## src/rtl/q_npu_pkg.sv

```systemverilog
// q_npu_pkg: types and constants shared by the 8-bit quantized datapath.
// Holds the output packer state enum, the word geometry, and a small helper
// that drops a byte into one lane of a packed word.
package q_npu_pkg;

  localparam int BYTES_PER_WORD = 4;
  localparam int WORD_W         = 32;
  localparam int LANE_W         = $clog2(BYTES_PER_WORD);

  typedef enum logic [2:0] {
    ST_IDLE  = 3'd0,
    ST_RUN   = 3'd1,
    ST_FLUSH = 3'd2,
    ST_DRAIN = 3'd3,
    ST_FIN   = 3'd4
  } pack_state_e;

  // Returns word with byte b written into lane (bits [8*lane+7:8*lane]).
  function automatic logic [WORD_W-1:0] set_lane(input logic [WORD_W-1:0] word,
                                                 input logic [LANE_W-1:0] lane,
                                                 input logic [7:0]        b);
    logic [WORD_W-1:0] w;
    w = word;
    w[{lane, 3'b000} +: 8] = b;
    return w;
  endfunction

endpackage

```

## src/rtl/q_word_fifo.sv

```systemverilog
// q_word_fifo: synchronous show-ahead FIFO.
// The head entry is visible on rd_data_o whenever empty_o is low; pop_i
// consumes it. A push on a full FIFO is accepted only when a pop happens in
// the same cycle. rd_data_o reads as zero while empty.
// Ports:
//   clk_i, rst_i      clock, synchronous active-high reset
//   push_i/push_data_i  write request and entry
//   pop_i             consume head entry
//   rd_data_o         head entry
//   full_o, empty_o   occupancy flags
//   free_o            number of free entries
module q_word_fifo #(
  parameter int DEPTH = 4,
  parameter int W     = 33
) (
  input  logic                       clk_i,
  input  logic                       rst_i,
  input  logic                       push_i,
  input  logic [W-1:0]               push_data_i,
  input  logic                       pop_i,
  output logic [W-1:0]               rd_data_o,
  output logic                       full_o,
  output logic                       empty_o,
  output logic [$clog2(DEPTH):0]     free_o
);

  localparam int AW = $clog2(DEPTH);

  logic [W-1:0]  mem_q [DEPTH];
  logic [AW-1:0] wr_ptr_q, wr_ptr_d;
  logic [AW-1:0] rd_ptr_q, rd_ptr_d;
  logic [AW:0]   cnt_q, cnt_d;
  logic          do_push, do_pop;

  assign empty_o   = (cnt_q == '0);
  assign full_o    = (cnt_q == (AW+1)'(DEPTH));
  assign free_o    = (AW+1)'(DEPTH) - cnt_q;
  assign rd_data_o = empty_o ? '0 : mem_q[rd_ptr_q];

  assign do_pop  = pop_i && !empty_o;
  assign do_push = push_i && (!full_o || do_pop);

  always_comb begin
    wr_ptr_d = wr_ptr_q;
    rd_ptr_d = rd_ptr_q;
    cnt_d    = cnt_q;
    if (do_push) wr_ptr_d = wr_ptr_q + AW'(1);
    if (do_pop)  rd_ptr_d = rd_ptr_q + AW'(1);
    cnt_d = cnt_q + (AW+1)'(do_push) - (AW+1)'(do_pop);
  end

  always_ff @(posedge clk_i) begin
    if (rst_i) begin
      wr_ptr_q <= '0;
      rd_ptr_q <= '0;
      cnt_q    <= '0;
    end else begin
      wr_ptr_q <= wr_ptr_d;
      rd_ptr_q <= rd_ptr_d;
      cnt_q    <= cnt_d;
    end
  end

  // Storage needs no reset: empty gating hides stale contents.
  always_ff @(posedge clk_i) begin
    if (do_push) mem_q[wr_ptr_q] <= push_data_i;
  end

endmodule

```

## src/rtl/q_out_pack8.sv

```systemverilog
// q_out_pack8: packs the 8-bit result stream into 32-bit words (byte k in
// bits [8k+7:8k]), buffers them in a word FIFO and writes them out over a
// valid/ready port. Tracks per-frame byte min/max and latches the producer
// range that came with the final byte.
// Ports:
//   CLK, RESET_X          clock, synchronous active-high reset
//   START, LEN            frame start pulse and byte count (0 allowed)
//   INPUT_EN, C_IN        byte stream
//   MIN_IN, MAX_IN        producer range, sampled with the last byte
//   IN_READY              advisory: running and >= 2 free FIFO entries
//   WR_VALID/DATA/LAST    word output, WR_READY accepts
//   BUSY, DONE, OVF       status (OVF sticky until next START)
//   C_MIN, C_MAX          frame byte min/max
//   RANGE_MIN, RANGE_MAX  latched producer range
module q_out_pack8
  import q_npu_pkg::*;
#(
  parameter int DEPTH = 4,
  parameter int LEN_W = 16
) (
  input  logic              CLK,
  input  logic              RESET_X,
  input  logic              START,
  input  logic [LEN_W-1:0]  LEN,
  input  logic              INPUT_EN,
  input  logic [7:0]        C_IN,
  input  logic [15:0]       MIN_IN,
  input  logic [15:0]       MAX_IN,
  output logic              IN_READY,
  output logic              WR_VALID,
  output logic [31:0]       WR_DATA,
  output logic              WR_LAST,
  input  logic              WR_READY,
  output logic              BUSY,
  output logic              DONE,
  output logic              OVF,
  output logic [7:0]        C_MIN,
  output logic [7:0]        C_MAX,
  output logic [15:0]       RANGE_MIN,
  output logic [15:0]       RANGE_MAX
);

  localparam int CW = $clog2(DEPTH) + 1;

  pack_state_e       state_q, state_d;
  logic [LANE_W-1:0] lane_q, lane_d;
  logic [LEN_W-1:0]  rem_q, rem_d;
  logic [WORD_W-1:0] pack_q, pack_d;
  logic              ovf_q, ovf_d;
  logic [7:0]        cmin_q, cmin_d, cmax_q, cmax_d;
  logic [15:0]       rmin_q, rmin_d, rmax_q, rmax_d;

  logic              push, push_last, pop, fifo_push;
  logic [WORD_W-1:0] push_word, word_new;
  logic [WORD_W:0]   rd_data;
  logic              fifo_full, fifo_empty;
  logic [CW-1:0]     fifo_free;

  assign pop      = !fifo_empty && WR_READY;
  assign word_new = set_lane(pack_q, lane_q, C_IN);

  always_comb begin
    state_d   = state_q;
    lane_d    = lane_q;
    rem_d     = rem_q;
    pack_d    = pack_q;
    ovf_d     = ovf_q;
    cmin_d    = cmin_q;
    cmax_d    = cmax_q;
    rmin_d    = rmin_q;
    rmax_d    = rmax_q;
    push      = 1'b0;
    push_last = 1'b0;
    push_word = '0;
    unique case (state_q)
      ST_IDLE: begin
        if (START) begin
          ovf_d   = 1'b0;
          cmin_d  = 8'hFF;
          cmax_d  = 8'h00;
          lane_d  = '0;
          pack_d  = '0;
          rem_d   = LEN;
          state_d = (LEN == '0) ? ST_FIN : ST_RUN;
        end
      end
      ST_RUN: begin
        if (INPUT_EN) begin
          pack_d = word_new;
          lane_d = lane_q + LANE_W'(1);
          rem_d  = rem_q - LEN_W'(1);
          if (C_IN < cmin_q) cmin_d = C_IN;
          if (C_IN > cmax_q) cmax_d = C_IN;
          if (lane_q == LANE_W'(BYTES_PER_WORD-1)) begin
            push      = 1'b1;
            push_word = word_new;
            pack_d    = '0;   // next word starts with zeroed upper lanes
          end
          if (rem_q == LEN_W'(1)) begin
            rmin_d = MIN_IN;
            rmax_d = MAX_IN;
            if (lane_q == LANE_W'(BYTES_PER_WORD-1)) begin
              push_last = 1'b1;
              state_d   = ST_DRAIN;
            end else begin
              state_d   = ST_FLUSH;
            end
          end
        end
      end
      ST_FLUSH: begin
        push      = 1'b1;
        push_word = pack_q;
        push_last = 1'b1;
        pack_d    = '0;
        state_d   = ST_DRAIN;
      end
      ST_DRAIN: begin
        // Leave as soon as the final handshake happens, not a cycle later.
        if (fifo_empty || (fifo_free == CW'(DEPTH-1) && pop)) state_d = ST_FIN;
      end
      ST_FIN:  state_d = ST_IDLE;
      default: state_d = ST_IDLE;
    endcase
    // A full FIFO still takes the push if the head leaves this cycle.
    if (push && fifo_full && !pop) ovf_d = 1'b1;
  end

  assign fifo_push = push && (!fifo_full || pop);

  always_ff @(posedge CLK) begin
    if (RESET_X) begin
      state_q <= ST_IDLE;
      lane_q  <= '0;
      rem_q   <= '0;
      pack_q  <= '0;
      ovf_q   <= 1'b0;
      cmin_q  <= 8'hFF;
      cmax_q  <= 8'h00;
      rmin_q  <= '0;
      rmax_q  <= '0;
    end else begin
      state_q <= state_d;
      lane_q  <= lane_d;
      rem_q   <= rem_d;
      pack_q  <= pack_d;
      ovf_q   <= ovf_d;
      cmin_q  <= cmin_d;
      cmax_q  <= cmax_d;
      rmin_q  <= rmin_d;
      rmax_q  <= rmax_d;
    end
  end

  q_word_fifo #(.DEPTH(DEPTH), .W(WORD_W+1)) u_fifo (
    .clk_i       (CLK),
    .rst_i       (RESET_X),
    .push_i      (fifo_push),
    .push_data_i ({push_last, push_word}),
    .pop_i       (pop),
    .rd_data_o   (rd_data),
    .full_o      (fifo_full),
    .empty_o     (fifo_empty),
    .free_o      (fifo_free)
  );

  assign WR_VALID  = !fifo_empty;
  assign WR_DATA   = rd_data[WORD_W-1:0];
  assign WR_LAST   = rd_data[WORD_W];
  assign IN_READY  = (state_q == ST_RUN) && (fifo_free >= CW'(2));
  assign BUSY      = (state_q != ST_IDLE);
  assign DONE      = (state_q == ST_FIN);
  assign OVF       = ovf_q;
  assign C_MIN     = cmin_q;
  assign C_MAX     = cmax_q;
  assign RANGE_MIN = rmin_q;
  assign RANGE_MAX = rmax_q;

endmodule

```

## config.mk

```make
export PLATFORM = sky130hd
export DESIGN_NAME = q_out_pack8
export DESIGN_NICKNAME = d
export VERILOG_FILES = /design/src/rtl/q_npu_pkg.sv /design/src/rtl/q_word_fifo.sv /design/src/rtl/q_out_pack8.sv
export SDC_FILE = /design/constraint.sdc
export NUM_CORES = 1
export LEC_CHECK = 0
export ABC_CLOCK_PERIOD_IN_PS = 3800
export BUFFER_PORTS_ARGS = -buffer_cell sky130_fd_sc_hd__buf_2
export CAP_MARGIN = 10
export CORE_ASPECT_RATIO = 1.2
export CORE_MARGIN = 2
export CORE_UTILIZATION = 30
export CTS_BUF_LIST = sky130_fd_sc_hd__clkbuf_4 sky130_fd_sc_hd__clkbuf_8
export DETAILED_ROUTE_END_ITERATION = 6
export SLEW_MARGIN = 30
export SYNTH_ARGS = -nofsm -noshare
export SYNTH_HDL_FRONTEND = slang
export SYNTH_SLANG_ARGS = --single-unit
```

## constraint.sdc

```tcl
create_clock -name CLK -period 3.8 [get_ports CLK]
set_clock_uncertainty 0.05 [all_clocks]
set_input_delay 0.38 -clock CLK [delete_from_list [all_inputs] [get_ports CLK]]
set_output_delay 0.38 -clock CLK [all_outputs]
set_load 0.01 [all_outputs]
```

* Word-level counts from Yosys, hierarchy flattened
Memory sizes are Yosys's and may differ from the RTL's. A register that Yosys moved wholly into a read port is not among the register bits. Index checks and enable logic that the tools add are counted.
Word-level totals: logic and storage cells 112, RAM bits 132, input port bits 61, memories kept 1, output and inout bits 86, bits in registers 109
Memories:
- u_fifo.mem_q | depth 4, width 33, read ports 1, clocked after Yosys merged registers in 1, write ports 1, RTL line q_word_fifo.sv:29 | logic [W-1:0] mem_q [DEPTH];
Operators by class: add/sub/neg operators 8, equality and inequality tests 14, $lt $le $gt $ge 3, shift-type cells 2, reduce and logical (&&, ||, !) cells 29, muxes and demuxes 43
Operator list (count):
- $mux W32 | 5
- $pmux W32 S3 | 1
- $pmux W32 S2 | 1
- $mux W8 | 6
- $mux W33 | 1
- $bwmux W32 | 1
- $mux W16 | 2
- $pmux W16 S2 | 1
- $pmux W8 S2 | 2
- $shift A8 B7 Y32 const A | 1
- $shiftx A8 B7 Y32 | 1
- $eq A16 B1 Y1 const B | 1
- $logic_not A16 Y1 | 1
- $sub A16 B1 Y16 const B | 1
- $mux W3 | 5
- $ne A2 B2 Y1 const B | 6
- $pmux W3 S4 | 1
- $reduce_and A4 Y1 | 3
- $mux W1 | 10
- $eq A3 B2 Y1 const B | 3
- $reduce_and A3 Y1 | 3
- $gt A8 B8 Y1 | 1
- $logic_and A1 B1 Y1 | 8
- $lt A8 B8 Y1 | 1
- other kinds (18) | 33

* Logic depth before layout (Yosys ltp)
depth after elaboration 8, mapped depth 12, gate-level depth less buffers 12

* Hierarchy
A second synthesis with hierarchy kept.
Unflattened totals: cell total of the unflattened synthesis 851, area total of the unflattened synthesis 10440.0 um2
Modules (own cells, without submodules):
- q_word_fifo | sequential area each 4144.0 um2, instances 1, cells an instance 263, area each 5500.3 um2
- q_out_pack8 | sequential area each 2042.0 um2, instances 1, cells an instance 588, area each 4939.7 um2

* Worst setup path after synthesis
OpenSTA, ideal clock, no wires.
path type reg-to-reg, start point register u_fifo.cnt_q[1], end point memory u_fifo.mem_q[0][0], enable pin, slack 1123 ps, library setup time 393 ps, required time 3357 ps, stages on the path, launching flop included 8, arrival 2234 ps, clock period less this slack 2677 ps, buffers on the path 0, path through dfxtp_1 -> inv_1 -> ha_1 -> ha_1 -> inv_1 -> nand2_1 -> a22oi_2 -> and2_1
On the way: longest elaborated chain between the ends 8, elaborated cells between the ends (all ways) 12, those cells by class eq/ne (1); mux (2); reduce/logical (9)
Ends and longest elaborated chain:
- from (decl) | RTL line q_word_fifo.sv:32 | logic [AW:0] cnt_q, cnt_d;
- from (signal assigned) | RTL line q_word_fifo.sv:60 | cnt_q <= cnt_d;
- $logic_not A3 Y1 | RTL line q_word_fifo.sv:35 | assign empty_o = (cnt_q == '0);
- $logic_not A1 Y1 | RTL line q_word_fifo.sv:40, q_out_pack8.sv:59
- $logic_and A1 B1 Y1 | RTL line q_out_pack8.sv:59 | assign pop = !fifo_empty && WR_READY;
- $logic_or A1 B1 Y1 / $logic_and A1 B1 Y1 (equally long branches) | RTL line q_out_pack8.sv:129, q_word_fifo.sv:40
- $logic_and A1 B1 Y1 / $logic_or A1 B1 Y1 (equally long branches) | RTL line q_out_pack8.sv:129, q_word_fifo.sv:41
- $logic_and A1 B1 Y1 * | RTL line q_word_fifo.sv:41 | assign do_push = push_i && (!full_o || do_pop);
- $mux W1 * | RTL line q_word_fifo.sv:66 | if (do_push) mem_q[wr_ptr_q] <= push_data_i;
- $mux W1 (not written as such) * | RTL line q_word_fifo.sv:66
- to (decl) | RTL line q_word_fifo.sv:29
Every way passes the cells marked *; elsewhere a longest branch is shown, timed or not.

* Worst setup path after layout
start point register u_fifo.cnt_q[1], end point memory u_fifo.mem_q[0][4], enable pin
The elaborated chain is that of the path after synthesis.

==> summary.txt <==
STA
  – Post-Route Setup TNS: 0 ns
  – Worst-margin pin slew: ~0.85 ns
  – Fmax: 356 MHz
  – Pins Over Slew Limit: 0
  – Final min period: 2.81 ns
  – RSZ-0062 raised after global routing: false
  – Final Hold Fails: 0
  – Slew margin rel.: 0.431
  – Fin crit share: 0.739
  – Final setup vio count: 0

Drt
  – DRT iter0 DRCs: 461
  – DRC: 0
  – WL final: around 25,000 µm
  – Pre-antenna DRT Iters: 4
  – Vias per cell: about 4.8
  – Total number of vias: between 7,000 and 8,000
  – Post-route ant nets: 0
  – Mean routed wirelength per cell: 16.6 µm

Floorplan
  – DIE AREA: 36,000 µm²
  – # IOs: about 150
  – Die extent in x: about 170 µm
  – Core area: between 30,000 and 40,000 µm²
  – Initial Util: 0.304
  – # rows: 74
  – DIE HEIGHT: around 210 µm

Placement
  – I/O Buffers: approximately 150
  – RePlAce Congestion: roughly 0.8
  – Estimated wirelength of the detail-placed design: between 15,000 and 20,000 µm

Clocking
  – Clock Tree Buf Depth: 3
  – Post-CTS Setup Bufs: 0
  – CTS tree: done
  – CTS Buf Count: 42
  – Clock root buffer: clkbuf_8
  – Clock Latency Late Sink: 0.55 ns
  – Clock sinks: 243
  – H-tree levels: 2
  – Clk slew on worst S/H paths: 0.06 ns

Min path
  – Hold_sp: MIN_IN[15]
  – Hold Crit Endpoint: RANGE_MIN[15]
  – Worst hold path class: in2reg
  – Hold Crit Depth: 3

Worst setup path
  – RR Endpoint: u_fifo.mem_q[0][4]
  – Largest stage delay, worst path: 0.45 ns
  – Crit-path slowest cell: buf_4
  – Length in cells of the worst reg-to-reg path: 9
  – Critical path startpoint category: flip-flop
  – Worst setup path start: u_fifo.cnt_q[1]
  – Worst Path Max Fanout: 35
  – Critical path data required time: approximately 4 ns
  – WP data arrival: approximately 2.9 ns
  – Flop2flop setup slack: 0.99 ns
  – Setup crit end kind: flip-flop
  – Critical path class: reg2reg
  – R2r startpoint: u_fifo.cnt_q[1]
  – CP cell instances: inv_1 -> ha_1 -> ha_1 -> inv_1 -> buf_4 -> nand2_1 -> a22oi_2 -> and2_1 -> buf_4

Yosys
  – Avg Cell Area, Syn: 12.4 µm²
  – Cell count after synthesis: between 800 and 900
  – Distinct cells, synth: 56
  – Syn Nets: 929
  – Sequential element share of the synthesized area: 0.598
  – Post-synthesis register bit count: 243
  – Asr flop ratio synth: 0
  – EDFF count, synth: 132
  – Ys flop type: edfxtp_1
  – Synthesis warning total: 0
  – Synthesized area: around 10,000 µm²

Run
  – Max cap viols: 0

Cells and area
  – Finished Core Util: 0.369
  – Area grow syn2layout: 21.4%
  – Share of post-route cells with drive strength above 1: 0.269
  – Fin nets: 1,102
  – Number of fill cells: 3,325
  – Most common cell after layout, fill and taps aside: buf_2
  – Most frequent cells in the layout: buf_2, edfxtp_1, dfxtp_1

Power and ir drop
  – P per Cell Area: 534 nW/µm²
  – Worst VDD drop: 0.260 mV
  – Pleak: between 4 and 5 nW

GRT
  – Met1 Use GR: 0.163
  – Vias in the first global route: 7,384
  – Met2 Usage GRT: 0.245
  – GRT Total Usage: 0.137
  – GRT overflow: 0
  – Initial antenna violation count: 1
  – GR Util met3: 0.0350
  – Largest net degree at the start of global routing: 78
  – Busiest grt layer: met2
  – First-pass GRT wire length: 39,800 µm

Outcome
  – Status: finished clean
[per-stage QoR]
step	area [µm²]	std cells	hold slack, ns	power, mW	worst slack (ns)
floorplan	10300	834	0.380	3.94	1.12
global placement	11600	1409	0.390	4.43	1.02
detailed placement	11600	1409	0.395	4.45	0.893
CTS	12600	1496	0.00000588	6.82	0.880
global route	12600	1496	0.00807	7.07	0.717
finish	12600	1497	0.0261	6.70	0.992
[how the worst max path moves through the flow]
stage / to / slack [ns] / cells past startpoint
after floorplan: u_fifo.mem_q[0][0] / 1.12 / 7
after global placement: u_fifo.mem_q[1][28] / 1.02 / 9
after detailed placement: u_fifo.mem_q[2][26] / 0.89 / 9
after CTS: u_fifo.mem_q[2][15] / 0.88 / 9
after global routing: u_fifo.mem_q[2][15] / 0.72 / 9
final: u_fifo.mem_q[0][4] / 0.99 / 9
[critical path: cells and delay by family, from the launching register on]
family,cells,cell delay (ns)
AOI/OAI and AO/OA,1,0.38
adders and majority gates,2,0.41
buffers and inverters,4,0.88
DFF,1,0.37
and+or+nand+nor,2,0.34
[synth_stat cells, types with 3 or more instances]
cell | n | area, µm²
a211oi_1 | 4 | 30.0
a21oi_1 | 55 | 275
a22o_1 | 64 | 561
a22oi_1 | 5 | 37.5
a311oi_1 | 4 | 35.0
a31oi_1 | 5 | 31.3
and2_1 | 48 | 300
buf_1 | 3 | 11.3
buf_2 | 13 | 65.1
clkbuf_1 | 25 | 93.8
dfxtp_1 | 111 | 2220
edfxtp_1 | 132 | 3960
ha_1 | 33 | 413
inv_1 | 32 | 120
mux4_2 | 33 | 743
nand2_1 | 91 | 342
nand2b_1 | 4 | 25.0
nand3_1 | 4 | 20.0
nand3b_1 | 3 | 22.5
nand4_1 | 7 | 43.8
nor2_1 | 52 | 195
nor2b_1 | 10 | 62.6
nor3_1 | 12 | 60.1
nor3b_1 | 3 | 22.5
nor4_1 | 5 | 31.3
o211ai_1 | 3 | 22.5
o21a_1 | 5 | 37.5
o21ai_0 | 18 | 90.1
o21ai_1 | 3 | 15.0
o22a_1 | 7 | 61.3
or3_1 | 3 | 18.8
xnor2_1 | 4 | 35.0
[final cells by class]
| type | instances | area (µm²) | area share |
|---|---|---|---|
| flip-flops and latches | 243 | 6190 | 0.493 |
| multi-input cells | 518 | 3890 | 0.310 |
| repair buffers | 170 | 936 | 0.0745 |
| clock buffers | 64 | 768 | 0.0612 |
| well taps | 456 | 571 | 0.0454 |
| inverters | 32 | 120 | 0.00957 |
| clock inverters | 13 | 81.3 | 0.00648 |
| diodes | 1 | 2.50 | 0.000199 |
[repair_timing]
item                      in CTS  in global routing
resized for setup              0                  0
hold buffers                  10                  0
hold endpoints to repair      10                  0
[report_power, final]
group / internal, mW / switching [mW]
clock: 1.30 / 1.05
sequential: 2.83 / 0.0682
combinational: 0.667 / 0.783
[state kept, by name (all words and copies together), names as in the netlist, named ones only]
register and count:
rem_q 16, u_fifo.mem_q 132, u_fifo.wr_ptr_q 2, u_fifo.rd_ptr_q 2
lane_q 2, OVF 1, RANGE_MIN 16, u_fifo.cnt_q 3
RANGE_MAX 16, state_q 3, C_MIN 8, C_MAX 8
pack_q 32
[per-layer routing]
| metal | vias up | routed length [µm] |
|---|---|---|
| met4 | 0 | 409 |
| li1 | 3462 | - |
| met5 | - | 0 |
| met1 | 3507 | 10200 |
| met2 | 230 | 12600 |
| met3 | 34 | 1680 |
[cells by family after synthesis]
group / after synthesis / synth area share
simple gates: 258 / 0.127
xor+xnor: 5 / 0.00423
compound gates: 186 / 0.127
mux: 35 / 0.0738
buf+inv: 73 / 0.0281
flops: 243 / 0.598
fa+ha+maj: 34 / 0.0418
Power figures use the tool's default switching activity.
